File: src/rtl/pipeline_pkg.sv
// Shared MIPS pipeline constants: NOP/HALT encodings and the sequential PC step.
package pipeline_pkg;
    localparam logic [31:0] NOP_INSTR    = 32'h0000_0000;
    localparam logic [31:0] HALT_INSTR   = 32'hFFFF_FFFF;
    localparam int unsigned PC_INCREMENT = 4;
endpackage

File: src/rtl/pc_incrementer.sv
// Combinational PC + PC_INCREMENT adder; wraps modulo 2^NB.
module pc_incrementer
    import pipeline_pkg::*;
#(
    parameter int NB = 32
) (
    input  logic [NB-1:0] i_pc,
    output logic [NB-1:0] o_pc_plus4
);
    assign o_pc_plus4 = i_pc + NB'(PC_INCREMENT);
endmodule

File: src/rtl/if_id_latch.sv
// IF/ID pipeline register with stall, flush, debug enable and fetch counter.
// Optional sticky HALT detection is built when IF_ID_HALT_DETECT_EN is defined.
module if_id_latch
    import pipeline_pkg::*;
#(
    parameter int NB     = 32,
    parameter int NB_CNT = 32
) (
    input  logic              i_clock,
    input  logic              i_reset,
    input  logic              i_enable,
    input  logic              i_if_id_write,
    input  logic              i_flush,
    input  logic [NB-1:0]     i_pc,
    input  logic [NB-1:0]     i_instruction,
    output logic [NB-1:0]     o_pc,
    output logic [NB-1:0]     o_pc_plus4,
    output logic [NB-1:0]     o_instruction,
    output logic              o_valid,
    output logic              o_halt,
    output logic [NB_CNT-1:0] o_fetch_count
);
    logic [NB-1:0]     pc_plus4;
    logic [NB-1:0]     pc_p1;
    logic [NB-1:0]     pc_plus4_p1;
    logic [NB-1:0]     instr_p1;
    logic              vld_p1;
    logic [NB_CNT-1:0] cnt_p1;
    logic              load_allowed;
    logic              do_load;
    logic              do_flush;

    pc_incrementer #(.NB(NB)) u_pc_incrementer (
        .i_pc       (i_pc),
        .o_pc_plus4 (pc_plus4)
    );

    assign do_flush = i_enable && i_flush;
    assign do_load  = i_enable && !i_flush && load_allowed && i_if_id_write;

`ifdef IF_ID_HALT_DETECT_EN
    logic halt_p1;

    // A latched HALT blocks further loads until a flush squashes it.
    always_ff @(posedge i_clock) begin
        if (!i_reset) begin
            halt_p1 <= 1'b0;
        end else if (do_flush) begin
            halt_p1 <= 1'b0;
        end else if (do_load) begin
            halt_p1 <= (i_instruction == NB'(HALT_INSTR));
        end
    end

    assign load_allowed = !halt_p1;
    assign o_halt       = halt_p1;
`else
    assign load_allowed = 1'b1;
    assign o_halt       = 1'b0;
`endif

    // IF -> ID stage boundary
    always_ff @(posedge i_clock) begin
        if (!i_reset) begin
            pc_p1       <= '0;
            pc_plus4_p1 <= '0;
            instr_p1    <= NB'(NOP_INSTR);
            vld_p1      <= 1'b0;
            cnt_p1      <= '0;
        end else if (do_flush) begin
            instr_p1 <= NB'(NOP_INSTR);
            vld_p1   <= 1'b0;
        end else if (do_load) begin
            pc_p1       <= i_pc;
            pc_plus4_p1 <= pc_plus4;
            instr_p1    <= i_instruction;
            vld_p1      <= 1'b1;
            cnt_p1      <= cnt_p1 + NB_CNT'(1);
        end
    end

    assign o_pc          = pc_p1;
    assign o_pc_plus4    = pc_plus4_p1;
    assign o_instruction = instr_p1;
    assign o_valid       = vld_p1;
    assign o_fetch_count = cnt_p1;
endmodule
File: config.mk
export PLATFORM = sky130hd
export DESIGN_NAME = if_id_latch
export DESIGN_NICKNAME = d
export VERILOG_FILES = /design/src/rtl/pipeline_pkg.sv /design/src/rtl/pc_incrementer.sv /design/src/rtl/if_id_latch.sv
export SDC_FILE = /design/constraint.sdc
export NUM_CORES = 1
export LEC_CHECK = 0
export CAP_MARGIN = 20
export CORE_MARGIN = 1.5
export CORE_UTILIZATION = 45
export DETAILED_ROUTE_END_ITERATION = 10
export GPL_TIMING_DRIVEN = 0
export PLACE_DENSITY_LB_ADDON = 0.08
export SETUP_SLACK_MARGIN = 0.5
export SYNTH_ARGS = -nofsm -noshare
export SYNTH_HDL_FRONTEND = slang
export SYNTH_SLANG_ARGS = --single-unit
File: constraint.sdc
create_clock -name i_clock -period 2.1 [get_ports i_clock]
set_input_delay 0.315 -clock i_clock [delete_from_list [all_inputs] [get_ports i_clock]]
set_output_delay 0.315 -clock i_clock [all_outputs]
set_load 0.02 [all_outputs]
==> metrics.md <==
| Metric | Value |
|---|---|
| CTS buffer count | `17` |
| Final net count | `987` |
| First drt pass iteration count | `6` |
| Critical R2R Capture | `o_fetch_count[29]` |
| Placed Cells | `1012` |
| Fmax | `0.5510 GHz` |
| Worst-skew pair later-pin latency | `0.42 ns` |
| Gr ovfl total | `0` |
| HP Start | `i_pc[16]` |
| Finished Core Util | `72.31%` |
| Die Y | `112.6 um` |
| Layout area overhead | `54.69%` |
| Pwr Density | `683.2 nW/um2` |
| Initial antenna violation count | `0` |
| Cells on worst reg2reg path | `5` |
| Worst hold path endpoint | `o_pc[16]` |
| TritonCTS clock tree | `built` |
| Core area | `11560 um2` |
| GR Util All Layers | `28.03%` |
| Clk root buf | `clkbuf_16` |
| Crit path kind | `register to register` |
| RSZ-0062 raised after global routing | `true` |
| H-Tree Depth | `4` |
| Setup Skew | `0.005353 ns` |
| Synth Net Count | `745` |
| Crit path capture type | `register` |
| Startpoint types | `register` |
| FFs w/ async S/R, synth | `0%` |
| Ys flop type | `dfxtp_1` |
| Count of cell types in the netlist | `39` |
| Cts hold-fix bufs | `0` |
| Hold slack | `0.2004 ns` |
| DR vias/cell | `5.650` |
| Ranking of synthesized cells by area | `dfxtp_1 47%, nand2_1 11%, a21oi_1 8.6%` |
| Total power | `5.714 mW` |
| HP Class | `primary input to register` |
| CTS Sinks | `127` |
| Critical-path top delay cell | `or4_4` |
| Clock power frac | `46.0%` |
| Switching power total | `1.402 mW` |
| Vias in the first global route | `5817` |
| Syn Area/Cell | `8.021 um2` |
| Synth Register Bits | `127` |
| Non-Filler Instances | `1071` |
| Die area | `12680 um2` |
| Max-slew violations | `0` |
| FP Rows | `39` |
| Commonest non-fill, non-tap cell in the layout | `nand2_1` |
| RR Startpoint | `o_fetch_count[14]` |
| Maxcap violations | `0` |
| Peak VDD IR | `456.9 uV` |
| Routed wire length | `17.92 mm` |
| EDFF count, synth | `0` |
| Mapped Area | `5406 um2` |
| Final period util | `86.43%` |
| I/O pin count | `199` |
| Tmin final | `1.815 ns` |
| GP Congestion | `0.8900` |
| Sequential share of the synthesized area | `47.03%` |
| Combinational cell fraction of total power | `10.3%` |
| Starting DRT DRC Count | `476` |
| Worst-margin pin slew | `0.5920 ns` |
| CP peak stage delay | `0.55 ns` |
| Antenna diodes | `0` |
| HPWL after DPL | `12.65 mm` |
| Syn Inst Count | `674` |
| Leak Pwr | `3.524 nW` |
| Worst Path Required | `2.44 ns` |
| Share of the synthesized area in the top cell type | `47.03%` |
| Routed Antenna Nets | `0` |
| CP cell instances | `nand4_1 -> or4_4 -> buf_6 -> or4_1 -> a21oi_1` |
| Outcome | `complete, no violations` |
| Clock-pin slew on the worst setup and hold paths | `0.05 ns` |
| Initial core utilization | `46.75%` |
| Avg WL per Cell | `16.73 um` |
| Most frequent cells in the layout | `156 x nand2_1, 143 x dlygate4sd2_1, 100 x dfxtp_1` |
| Pin count of the biggest net entering global routing | `17` |
| DRC Markers | `0` |
| Max transition margin | `60.53%` |
| Port Buffer Count | `195` |
| Internal power | `4.312 mW` |
| Sequential share of power | `43.7%` |
| R2R Setup Slk | `0.29 ns` |
| Layout cell share with drive strength beyond 1 | `16.38%` |
| DR vias | `6051` |
| Yosys warns | `0` |
| Clock Path Buffers | `2` |
| Chip width | `112.6 um` |
| Final hold vios | `0` |
| Hold path cells | `3` |
| Crit path DAT | `2.16 ns` |
| Synth area leader | `dfxtp_1` |
| CP Max Fanout | `7` |
| First-pass GRT wire length | `28.36 mm` |
| Setup TNS | `0 ns` |
| Setup violators final | `0` |
| Switch share | `24.54%` |
[through the flow]
stage | area, um2 | setup WS, ns
finish | 8363 | 0.2851
global route | 8363 | 0.2186
CTS | 8272 | 0.2758
detailed placement | 7660 | -0.6767
global placement | 7660 | -0.5855
floorplan | 5529 | 0.3429
[per-layer routing]
layer / up-vias / GRT usage, % / part of all wire [%]
met5: - / 0 / 0
met1: 2845 / 32.77 / 41
met2: 280 / 47.85 / 48
met4: 0 / 10.30 / 2.0
met3: 31 / 9.395 / 9.3
li1: 2895 / - / -
[cells in the mapped netlist (5+ instances only)]
library cell	count
a211oi_1	7
a21oi_1	93
a31oi_1	11
and2_1	6
and4_1	10
clkbuf_1	41
dfxtp_1	127
inv_1	5
nand2_1	157
nand3_1	24
nand4_1	21
nor2_1	22
nor3_1	7
nor4_1	5
o21ai_0	24
o21ai_1	7
o31ai_1	22
or3_1	9
or4_1	28
xnor2_1	12
xor2_1	10
[state kept, by name (all words and copies together) (netlist names)]
signal         count
o_fetch_count     32
o_instruction     32
o_pc              32
o_pc_plus4        30
o_valid            1
[cells by family (layout without fill, tap and decap cells)]
family / after synthesis / after routing / synth area share (%)
simple gates: 297 / 297 / 26.85
compound gates: 170 / 170 / 17.68
flops: 127 / 127 / 47.03
buf+inv: 55 / 309 / 4.351
xor+xnor: 22 / 22 / 3.564
fa+ha+maj: 2 / 2 / 0.4628
other cells: 1 / 1 / 0.06936
[final cells by class]
type | instances | area, um2
Buffer | 49 | 299.0
Timing Repair Buffer | 223 | 1936
Tap cell | 143 | 178.9
Inverter | 6 | 22.52
Fill cell | 951 | 3202
Multi-Input combinational cell | 492 | 2790
Clock buffer | 24 | 491.7
Clock inverter | 7 | 36.28
Sequential cell | 127 | 2609
[power by group through the flow]
stage	Clock [mW]	Sequential [mW]	Combinational [mW]
2_1_floorplan	0	2.63	0.197
3_3_place_gp	0	2.55	0.629
3_5_place_dp	0	2.55	0.637
4_1_cts	2.65	2.50	0.586
5_1_grt	2.75	2.50	0.636
6_report	2.63	2.50	0.589
[worst max path at each step]
stage | startpoint | to | slack, ns | cells past startpoint
4_1_cts | o_fetch_count[15] | o_fetch_count[27] | 0.28 | 5
2_1_floorplan | o_fetch_count[14] | o_fetch_count[29] | 0.34 | 5
3_3_place_gp | i_enable | o_pc[17] | -0.59 | 7
3_5_place_dp | i_if_id_write | o_pc[16] | -0.68 | 7
5_1_grt | o_fetch_count[0] | o_fetch_count[26] | 0.22 | 6
6_report | o_fetch_count[14] | o_fetch_count[29] | 0.29 | 5
[worst max-delay path: cells and delay by family, from the launching register on]
| kind | cells | cell delay [ns] |
|---|---|---|
| flip-flops | 1 | 0.37 |
| buffers and inverters | 1 | 0.16 |
| AO/OA/AOI/OAI | 1 | 0.14 |
| AND/OR/NAND/NOR | 3 | 1.07 |
[repair_timing]
item                       4_1_cts  5_1_grt
pin swaps                       13        9
setup endpoints to repair      248       55
setup buffers                   18       10
gates resized for setup        202       43
(Power assumes the default switching activity.)
